**config.mk**
```make
export PLATFORM = sky130hd
export DESIGN_NAME = counter_down_timer
export DESIGN_NICKNAME = d
export VERILOG_FILES = /design/src/rtl/counter_down_timer.sv
export SDC_FILE = /design/constraint.sdc
export NUM_CORES = 1
export LEC_CHECK = 0
export ABC_AREA = 1
export CORE_MARGIN = 2
export CORE_UTILIZATION = 48
export DETAILED_ROUTE_END_ITERATION = 10
export GPL_ROUTABILITY_DRIVEN = 0
export HOLD_SLACK_MARGIN = 0.12
export PLACE_DENSITY_LB_ADDON = 0.2
export SETUP_SLACK_MARGIN = 0.3
export SLEW_MARGIN = 10
export SYNTH_ARGS = -nofsm -noshare
export SYNTH_HDL_FRONTEND = slang
export SYNTH_SLANG_ARGS = --single-unit
export TNS_END_PERCENT = 1
```
**constraint.sdc**
```tcl
create_clock -name clock -period 2.3 [get_ports clock]
set_input_delay 0.46 -clock clock [delete_from_list [all_inputs] [get_ports clock]]
set_output_delay 0.46 -clock clock [all_outputs]
set_load 0.1 [all_outputs]
```
**src/rtl/counter_down_timer.sv**
```systemverilog
// Programmable down-counting interval timer: loads a period on a start handshake, decrements
// once per enable, and emits a one-cycle tick at zero (periodic reload or one-shot done).
module counter_down_timer #(
    parameter int unsigned MAX   = 16,
    parameter int unsigned WIDTH = $clog2(MAX)
) (
    input  logic             clock,
    input  logic             reset,
    input  logic [WIDTH-1:0] period,
    input  logic             reload,
    input  logic             start,
    output logic             ready,
    input  logic             enable,
    input  logic             abort,
    input  logic             ack,
    output logic [WIDTH-1:0] q,
    output logic             tick,
    output logic             busy,
    output logic             done
);

    typedef enum logic [1:0] {
        StIdle = 2'd0,
        StRun  = 2'd1,
        StDone = 2'd2
    } state_e;

    state_e           state_q, state_d;
    logic [WIDTH-1:0] q_q, q_d;
    logic [WIDTH-1:0] p_q, p_d;
    logic             m_q, m_d;
    logic             tick_q, tick_d;
    logic [WIDTH-1:0] period_sat;

    // Clamp only exists when the modulus leaves unused codes at the top of the bus.
    if (MAX < (2 ** WIDTH)) begin : g_sat
        localparam logic [WIDTH-1:0] QMAX = WIDTH'(MAX - 1);
        assign period_sat = (period > QMAX) ? QMAX : period;
    end else begin : g_nosat
        assign period_sat = period;
    end

    always_ff @(posedge clock or negedge reset) begin
        if (!reset) begin
            state_q <= StIdle;
            q_q     <= '0;
            p_q     <= '0;
            m_q     <= 1'b0;
            tick_q  <= 1'b0;
        end else begin
            state_q <= state_d;
            q_q     <= q_d;
            p_q     <= p_d;
            m_q     <= m_d;
            tick_q  <= tick_d;
        end
    end

    always_comb begin
        state_d = state_q;
        q_d     = q_q;
        p_d     = p_q;
        m_d     = m_q;
        tick_d  = 1'b0;
        unique case (state_q)
            StIdle: begin
                if (start) begin
                    p_d     = period_sat;
                    m_d     = reload;
                    q_d     = period_sat;
                    state_d = StRun;
                end
            end
            StRun: begin
                if (abort) begin
                    state_d = StIdle;
                end else if (enable) begin
                    if (q_q != '0) begin
                        q_d = q_q - WIDTH'(1);
                    end else begin
                        // Terminal count: reload without a dead cycle, or park in DONE at 0.
                        tick_d = 1'b1;
                        if (m_q) begin
                            q_d = p_q;
                        end else begin
                            state_d = StDone;
                        end
                    end
                end
            end
            StDone: begin
                if (ack) begin
                    state_d = StIdle;
                end
            end
            default: begin
                state_d = StIdle;
            end
        endcase
    end

    assign ready = (state_q == StIdle);
    assign busy  = (state_q == StRun);
    assign done  = (state_q == StDone);
    assign q     = q_q;
    assign tick  = tick_q;

endmodule

```
; After elaboration in Yosys (flattened, before gate mapping)
; Index checks and enable logic that the tools add are counted.
[word_totals]
word_cells = 39
register_bits = 12
out_inout_bits = 8
in_bits = 11
[classes]
eq_ne = 10
n_addsub = 1
n_reduce_logical = 6
muxes = 17
[op_table]
columns = operator, count
row1 = 4-bit 2-to-1 mux, 5
row2 = 2-bit 2-to-1 mux, 6
row3 = 5-bit AND reduction, 2
row4 = "3-bit inequality test, second input constant", 3
row5 = "2-bit inequality test, second input constant", 4
row6 = 4-bit case mux with 2 select lines, 1
row7 = 2-bit case mux with 3 select lines, 1
row8 = 1-bit 2-to-1 mux, 4
row9 = 4-bit nonzero test, 1
row10 = "4-bit by 1-bit subtractor with 4-bit output, second input constant", 1
row11 = "3-bit by 1-bit inequality test with 1-bit output, second input constant", 1
row12 = "2-bit by 1-bit equality test with 1-bit output, second input constant", 1
row13 = "2-bit equality test, second input constant", 1
row14 = 2-bit logical NOT, 1
row15 = 2-bit AND reduction, 1
row16 = 2-bit nonzero test, 1

; Longest topological paths before layout
; Gate-level depths: netlist of run 1.
[depth]
ltp_word = 5
depth_mapped = 10
ltp_nobuf = 10

; Least setup slack after synthesis of run 1
; Ideal clock, no wire load.
[synth_path]
path_kind = register to output
start = register state_q[0]
end = output done
path_buffers = 0
setup_slack_ns = 0.137
path_stages_with_launch = 2
required_time_ns = 1.840
t_arrival_ns = 1.703
cell_sequence = dfrtp_1 -> nor2_1
[synth_via]
elab_chain_cells = 1
[synth_rtl]
columns = element, line_no
row1 = "start, declared", 28  ; state_e state_q, state_d;
row2 = "start signal, assigned", 45  ; state_q <= StIdle;
row3 = "start signal, assigned", 51  ; state_q <= state_d;
row4 = 2-bit equality test, 104  ; assign done = (state_q == StDone);
row5 = "end, declared", 19  ; output logic done
; No other way between the ends.

; Worst setup path in the final report of run 1
[layout_path]
start = register state_q[1]
end = output busy
[layout_via]
elab_chain_cells = 1
[layout_rtl]
columns = element, line_no
row1 = 2-bit by 1-bit equality test with 1-bit output, 103  ; assign busy = (state_q == StRun);
row2 = "end, declared", 18  ; output logic busy,
; No other way between the ends.

==> results of run 1 <==
-- state kept, by name (all words and copies together) (netlist names) --
signal,cells
state_q,2
tick,1
q,4
p_q,4
m_q,1
-- per-stage QoR --
stage / cells / utilization [%] / cell area (um2)
2_1_floorplan: 88 / - / 708.2
3_3_place_gp: 120 / 66.60 / 888.4
3_5_place_dp: 120 / 66.60 / 888.4
4_1_cts: 124 / 69.32 / 924.6
5_1_grt: 124 / 69.32 / 924.6
6_report: 124 / 69.32 / 924.6
-- cell usage in the layout, fill, tap and decap left out, drive strengths merged --
| cell type | netlist | layout |
|---|---|---|
| ha | 1 | 1 |
| o21ai | 2 | 2 |
| buf | 1 | 8 |
| dfrtp | 12 | 12 |
| nand2 | 32 | 32 |
| a21oi | 3 | 3 |
| nand3 | 10 | 10 |
| inv | 12 | 12 |
| o21a | 1 | 1 |
| mux2 | 2 | 2 |
| nor4 | 1 | 1 |
| nor3 | 1 | 1 |
| clkdlybuf4s50 | 0 | 10 |
| nor2 | 10 | 10 |
| clkbuf | 0 | 4 |
-- cell usage after synthesis (all sizes together) --
master	count
a21oi	3
buf	1
dfrtp	12
ha	1
inv	12
mux2	2
nand2	32
nand3	10
nor2	10
nor3	1
nor4	1
o21a	1
o21ai	2
-- per-layer routing --
layer	share of wire, %	global-route usage [%]	vias up
li1	-	-	320
met1	44	24.86	300
met2	49	31.38	23
met3	5.7	5.172	4
met4	1.7	10.63	0
met5	0	0	-
-- worst max-delay path, delay by kind of cell (launching register included) --
family	cells	cell delay, ns
buffers and inverters	3	0.46
and+or+nand+nor	1	0.12
DFF	1	0.40
-- logic make-up after synthesis --
kind of cell / Yosys count
mux: 2
flops: 12
compound gates: 6
buf+inv: 13
simple gates: 54
fa+ha+maj: 1
-- path summary, 6_finish.rpt --
| path | start | endpoint | slack [ns] | cells past startpoint |
|---|---|---|---|---|
| worst min register to register | p_q[2] | p_q[2] | 0.51 | 1 |
| worst min-delay path | p_q[2] | p_q[2] | 0.51 | 1 |
| worst max register to register | q[0] | q[2] | 0.84 | 9 |
| max in group asynchronous | reset | p_q[3] | 1.39 | 1 |
| worst max-delay path | state_q[1] | busy | 0.56 | 4 |
| min in group asynchronous | reset | state_q[0] | 0.54 | 1 |
-- layout make-up --
class,count,area share [%]
repair buffers,18,18.67
inverters,12,4.871
multi-input cells,63,38.02
clock buffers,4,3.924
well taps,15,2.030
flip-flops and latches,12,32.48
==> impl_metrics.ini, run 1 <==
[global_route]
number_of_antenna_violations_at_the_first_check_in_global_routing = 0
vias_in_the_first_global_route = 650
largest_net_degree_at_the_start_of_global_routing = 15
globalRoute.totalOverflow = 0
grt_first_pass_wirelength_um = 2711
grt_use_total_pct = 19.96

[synth]
post_synth_xor_area_fraction_pct = 0
synth.lib_cells_used.distinct = 20
synthAdderAreaFrac_pct = 1.773
mux_cell_area_share_after_synthesis_pct = 3.191
warnings_synthesis = 0
synthSimpleGateAreaFrac_pct = 39.36
syn-mean-instance-area_um2 = 8.019
postSynthNetCount = 100
synthesized_area_um2 = 705.7
syn-instance-count = 88
top_area_cell_type_share_of_the_netlist_area_pct = 42.55
flip_flop_and_latch_count_after_synthesis = 12
synth.yosys.seq_area_share_pct = 42.55
top_cell_type_by_total_area_after_synthesis = dfrtp_1
synth_compound_gate_area_share_pct = 5.142
synth.area.top_cells = dfrtp_1 43%, nand2_1 15%, nand3_1 6.4%
dominant_combinational_cell_family_by_area_after_synthesis = simple AND/OR/NAND/NOR gates

[routing]
drt_iter0_drc = 13
route.detailed.vias_per_inst = 5.218
first_pass_iters = 4
route.vias.total = 647
wirelength_um = 1518
postRouteAntennaNets = 0
wl_per_cell_um = 12.24
route.detailed.drc = 0

[sta]
grt_setup_unrepaired = false
timing.final.crit_share_pct = 75.45
timing.final.hold_violations = 0
finalHoldWorstSlack_ns = 0.5129
maxSlewHeadroom_pct = 63.06
fin_worst_skew_ns = 0.004009
slew_viol_final = 0
timing_worst_slew_pin_value_ns = 0.5524
setup_viol = 0
final.setup.tns_ns = 0
layout_setup_ws_ns = 0.5646
max_clock_freq_mhz = 576.2
post-route-min-period_ns = 1.735

[floorplan]
initial_utilization_pct = 52.91
num_io_pins = 19
die_height_um = 42.34
number_of_placement_rows = 13
dieWidth_um = 42.34
design.core.area_um2 = 1334
die-area_um2 = 1793

[worst_setup_path]
sort_of_element_at_the_start_of_the_critical_path = flip-flop
path_max_fanout = 7
largest_incremental_delay_on_the_critical_path_ns = 0.40
critical_path_class = flip-flop to output port
cp_cell_sequence = inv_1, nand2_4, inv_2, buf_12
crit_path_top_delay_cell = dfrtp_1
cp_data_arrival_time_ns = 1.28
endpoint_type_of_the_worst_setup_path = output port
timing.critical_path.required_ns = 1.84

[placed_design]
detailed_place_hpwl_um = 1193
io_buf_count = 18
dp_slack_ns = 0.7360

[clock_network]
clock_path_buffers = 2
tritoncts = yes
ctsResizeCount = 0
insertion_delay_ns = 0.27
cts_hold_buf = 0
numCtsBuffers = 3
cts_num_sinks = 12
number_of_levels_in_the_clock_h_tree = 1
cts_root_buffer = clkbuf_4
cts_setup_buffers = 0
cts.reportedPaths.clkPinSlew_ns = 0.08

[finish]
synthToLayoutAreaGrowth_pct = 31.03
multi_input_area_um2 = 351.6
nets = 122
fillCellCount = 114
ff_latch_area_um2 = 300.3
antennaDiodeCount = 0
fraction_of_final_layout_cells_with_drive_strength_greater_than_1_pct = 22.94

[min_path]
hold_path.class = flip-flop to flip-flop

[run]
maxCapViolCount = 0

[run_status]
status = finished clean
Power of run 1 is left out: the tool's default activity adds up to more than one toggle a clock period on the data nets, which glitch-free logic cannot reach.
==> inputs of run 2 (changes only) <==
--- a/config.mk
+++ b/config.mk
@@ -7,7 +7,7 @@
 export LEC_CHECK = 0
 export ABC_AREA = 1
 export CORE_MARGIN = 2
-export CORE_UTILIZATION = 48
+export CORE_UTILIZATION = 46
 export DETAILED_ROUTE_END_ITERATION = 10
 export GPL_ROUTABILITY_DRIVEN = 0
 export HOLD_SLACK_MARGIN = 0.12
==> constraint.sdc (replaced) <==
create_clock -name clock -period 1.6 [get_ports clock]
set_input_delay 0.32 -clock clock [delete_from_list [all_inputs] [get_ports clock]]
set_output_delay 0.32 -clock clock [all_outputs]
set_load 0.1 [all_outputs]
==> run 2 against run 1 <==
- wire length up 2.2%
- count of clock-buffer cells in the layout unchanged
- via count up 2.9%
- utilization up 3.0 points
- worst hold slack worse by 0.13 ns
- global-route usage down 0.26 points
- design area up 15%
- non-clock buffer count up 3
- die area up 3.9%
- sequential share of layout area down 3.4 points
- flip-flop and latch count unchanged
- clock skew up 0.0042 ns
- critical path type unchanged
- critical endpoint is now done
- largest cell class unchanged
- highest routed layer unchanged
==> impl_metrics.ini, run 2 (synthesis gave the netlist of run 1 again) <==
[sta]
grt_setup_unrepaired = true
timing.final.hold_violations = 0
timing_worst_slew_pin_value_ns = 0.5414
max_clock_freq_mhz = 671.4
timing.final.crit_share_pct = 93.09
slew_viol_final = 0
maxSlewHeadroom_pct = 63.79
setup_viol = 0
fin_worst_skew_ns = 0.008249
final.setup.tns_ns = 0
post-route-min-period_ns = 1.490

[floorplan]
initial_utilization_pct = 47.96
die-area_um2 = 1863
design.core.area_um2 = 1471
dieWidth_um = 43.17
num_io_pins = 19
number_of_placement_rows = 14
die_height_um = 43.17

[finish]
antennaDiodeCount = 0
synthToLayoutAreaGrowth_pct = 50.71
nets = 125
layout.cells.most_common_list = 27 x nand2_1, 10 x clkdlybuf4s50_1, 9 x inv_1, 9 x nand3_1, 8 x buf_12
ff_latch_area_um2 = 309.0
postLayoutCoreUtil_pct = 72.28
fraction_of_final_layout_cells_with_drive_strength_greater_than_1_pct = 33.04
layout.cells.most_common = nand2_1
multi_input_area_um2 = 374.1
fillCellCount = 113

[global_route]
grt_use_total_pct = 19.70
globalRoute.totalOverflow = 0
vias_in_the_first_global_route = 594
number_of_antenna_violations_at_the_first_check_in_global_routing = 0
largest_net_degree_at_the_start_of_global_routing = 15
grt_first_pass_wirelength_um = 2601

[worst_setup_path]
cp_cell_sequence = inv_2, buf_6, nor2_4, buf_12
cp_data_arrival_time_ns = 1.17
largest_incremental_delay_on_the_critical_path_ns = 0.40
endpoint_type_of_the_worst_setup_path = output port
sort_of_element_at_the_start_of_the_critical_path = flip-flop
crit_buf_inv = 3
path_max_fanout = 2
reg2reg_slack_ns = 0.18
ff2ff_path_depth = 9
crit_path_top_delay_cell = dfrtp_1
worstReg2RegEnd = q[1]
reg2reg_from = q[0]
timing.critical_path.max_delay_family = flip-flops
critical_path_class = flip-flop to output port
timing.critical_path.required_ns = 1.28

[routing]
wirelength_um = 1551
first_pass_iters = 4
route.detailed.drc = 0
route.detailed.vias_per_inst = 5.203
postRouteAntennaNets = 0
wl_per_cell_um = 12.12
drt_iter0_drc = 23
route.vias.total = 666

[clock_network]
clock_path_buffers = 2
cts_num_sinks = 12
cts_root_buffer = clkbuf_4
number_of_levels_in_the_clock_h_tree = 1
cts.reportedPaths.clkPinSlew_ns = 0.08
numCtsBuffers = 3
tritoncts = yes
cts_hold_buf = 0
insertion_delay_ns = 0.28

[run]
maxCapViolCount = 0

[placed_design]
detailed_place_hpwl_um = 1157
io_buf_count = 18

[run_status]
status = finished clean

[min_path]
hold_path.class = primary input to asynchronous set/reset pin
-- run 2: final cells by class --
type / count / area share [%]
well taps: 16 / 1.882
clock buffers: 4 / 2.471
inverters: 12 / 4.471
multi-input cells: 63 / 35.18
repair buffers: 21 / 26.94
flip-flops and latches: 12 / 29.06
-- run 2: how the worst max path moves through the flow --
stage | slack (ns) | start | depth (start not counted) | to
after floorplan | 0.03 | q[1] | 10 | q[0]
after global routing | 0.05 | state_q[1] | 4 | done
after global placement | 0.15 | q[0] | 10 | q[0]
final | 0.11 | state_q[1] | 4 | done
after detailed placement | 0.09 | q[0] | 9 | q[1]
after CTS | 0.11 | state_q[1] | 4 | done
-- run 2: repair_timing --
action | 4_1_cts | 5_1_grt
cloned | 0 | 0
buffers inserted | 3 | 0
gates resized for setup | 4 | 5
endpoints found under the setup margin | 11 | 11
pin swaps | 1 | 3
-- run 2: per-layer routing --
layer | up-vias | global-route usage, % | part of all wire [%]
met2 | 27 | 30.45 | 50
met3 | 4 | 5.106 | 7.9
li1 | 329 | - | -
met4 | 0 | 10.91 | 2.6
met1 | 306 | 24.73 | 39
met5 | - | 0 | 0
-- run 2: stage by stage --
stage	instances	worst slack, ns	instance area, um2	hold slack (ns)
global placement	121	0.1515	994.7	0.4947
global route	128	0.05010	1064	0.4344
finish	128	0.1105	1064	0.3842
detailed placement	121	0.08820	994.7	0.4974
floorplan	88	0.02513	725.7	0.02441
CTS	128	0.1112	1047	0.3977
-- run 2: worst reg2reg max path, stage by stage (launching register included) --
cell,delay (ns)
dfrtp_4,0.48
inv_2,0.08
ha_2,0.19
nand2_2,0.08
nor2_4,0.11
nand2_2,0.09
nand3_4,0.10
nand2_4,0.06
nand2_1,0.07
nand2_1,0.04
Power of run 2 is left out for the same reason.
==> inputs of run 3 (changes only) <==
--- a/config.mk
+++ b/config.mk
@@ -6,11 +6,12 @@
 export NUM_CORES = 1
 export LEC_CHECK = 0
 export ABC_AREA = 1
+export CAP_MARGIN = 20
 export CORE_MARGIN = 2
-export CORE_UTILIZATION = 46
+export CORE_UTILIZATION = 48
+export CTS_BUF_LIST = sky130_fd_sc_hd__clkbuf_8
 export DETAILED_ROUTE_END_ITERATION = 10
 export GPL_ROUTABILITY_DRIVEN = 0
-export HOLD_SLACK_MARGIN = 0.12
 export PLACE_DENSITY_LB_ADDON = 0.2
 export SETUP_SLACK_MARGIN = 0.3
 export SLEW_MARGIN = 10
==> run 3 against run 2 <==
- non-clock buffer count grew 2
- critical path depth is the same
- first-iteration DRC count fell by 4.3%
- largest cell class unchanged
==> impl_metrics.ini, run 3 (synthesis gave the netlist of run 1 again) <==
[finish]
fraction_of_final_layout_cells_with_drive_strength_greater_than_1_pct = 33.33
postLayoutCoreUtil_pct = 81.99
fillCellCount = 79
ff_latch_area_um2 = 309.0
fin_cells = 129
synthToLayoutAreaGrowth_pct = 54.96
nets = 127
antennaDiodeCount = 0
layout.cells.most_common = nand2_1
multi_input_area_um2 = 371.6
layout.cells.most_common_list = 28 x nand2_1, 10 x inv_1, 10 x clkdlybuf4s50_1, 9 x nand3_1, 8 x buf_12

[clock_network]
insertion_delay_ns = 0.24
cts_root_buffer = clkbuf_8
tritoncts = yes
number_of_levels_in_the_clock_h_tree = 1
cts_num_sinks = 12
clock_path_buffers = 2
cts.reportedPaths.clkPinSlew_ns = 0.05
cts_hold_buf = 0
numCtsBuffers = 3

[routing]
wl_per_cell_um = 13.06
route.detailed.vias_per_inst = 5.326
postRouteAntennaNets = 0
route.vias.total = 687
wirelength_um = 1685
drt_iter0_drc = 22
first_pass_iters = 5
route.detailed.drc = 0

[worst_setup_path]
endpoint_type_of_the_worst_setup_path = output port
critical_path_class = flip-flop to output port
timing.critical_path.required_ns = 1.28
cp_data_arrival_time_ns = 1.13
sort_of_element_at_the_start_of_the_critical_path = flip-flop
path_max_fanout = 7

[run_status]
status = finished clean

[sta]
timing.final.hold_violations = 0
timing_worst_slew_pin_value_ns = 0.5460
layout_setup_ws_ns = 0.1512
max_clock_freq_mhz = 690.2
maxSlewHeadroom_pct = 63.48
grt_setup_unrepaired = true
post-route-min-period_ns = 1.449
slew_viol_final = 0
timing.final.crit_share_pct = 90.55
final.setup.tns_ns = 0
setup_viol = 0
fin_worst_skew_ns = 0.001681

[floorplan]
number_of_placement_rows = 13
die_height_um = 42.34
num_io_pins = 19
design.core.area_um2 = 1334
die-area_um2 = 1793
dieWidth_um = 42.34
initial_utilization_pct = 52.91

[placed_design]
dp_slack_ns = 0.1016
dp_cells = 120
io_buf_count = 18
detailed_place_hpwl_um = 1210

[global_route]
grt.met2_usage_pct = 37.85
grt_use_total_pct = 22.57
grt_first_pass_wirelength_um = 2939
largest_net_degree_at_the_start_of_global_routing = 15
vias_in_the_first_global_route = 657
use_met3_pct = 6.466
number_of_antenna_violations_at_the_first_check_in_global_routing = 0
use_met1_pct = 26.85
global_route.peak_usage_layer = met2
globalRoute.totalOverflow = 0

[min_path]
hold_path.class = primary input to asynchronous set/reset pin

[run]
maxCapViolCount = 0
[run 3: cell count changes in the layout (fill, tap and decap cells not counted)]
cell / previous run / this run
clkbuf_1: 1 / 0
clkbuf_4: 3 / 0
nand2_2: 2 / 1
buf_4: 2 / 4
nand2_1: 27 / 28
inv_1: 9 / 10
clkbuf_8: 0 / 3
[run 3: path summary, 6_finish.rpt]
check / endpoint / cells past startpoint / from / slack [ns]
hold / removal: m_q / 1 / reset / 0.43
hold reg to reg: p_q[2] / 1 / p_q[2] / 0.51
setup reg to reg: q[3] / 9 / q[0] / 0.18
min in group clock: p_q[2] / 1 / p_q[2] / 0.51
max in group asynchronous: q[0] / 1 / reset / 0.76
setup / recovery: busy / 4 / state_q[1] / 0.15
[run 3: repair_timing]
| action | CTS | global route |
|---|---|---|
| hold endpoints to repair | 0 | 0 |
| gates resized for setup | 7 | 1 |
| buffers inserted | 5 | 0 |
| endpoints found under the setup margin | 10 | 11 |
| pin swaps | 3 | 3 |
[run 3: metrics by stage]
step           hold WS [ns]  instance area (um2)
2_1_floorplan       0.02441                725.7
3_3_place_gp         0.4899                993.5
3_5_place_dp         0.4951                993.5
4_1_cts              0.4533                 1089
5_1_grt              0.4995                 1094
6_report             0.4340                 1094
[run 3: per-layer routing]
metal / share of wire [%] / up-vias
met5: 0 / -
met4: 2.5 / 0
met3: 8.3 / 6
met2: 49 / 35
met1: 40 / 315
li1: - / 331
[run 3: final cells by class]
type,instances,share of cell area (%)
flip-flops and latches,12,28.26
multi-input cells,63,33.98
clock buffers,3,3.776
inverters,12,4.348
repair buffers,23,27.57
well taps,15,1.716
clock inverters,1,0.3432
[run 3: critical path: stages, from the launching register on]
cell and delay [ns]:
dfrtp_1 0.41, inv_2 0.10, nand2_4 0.11, inv_4 0.10, buf_12 0.17
Power of run 3 is left out for the same reason.
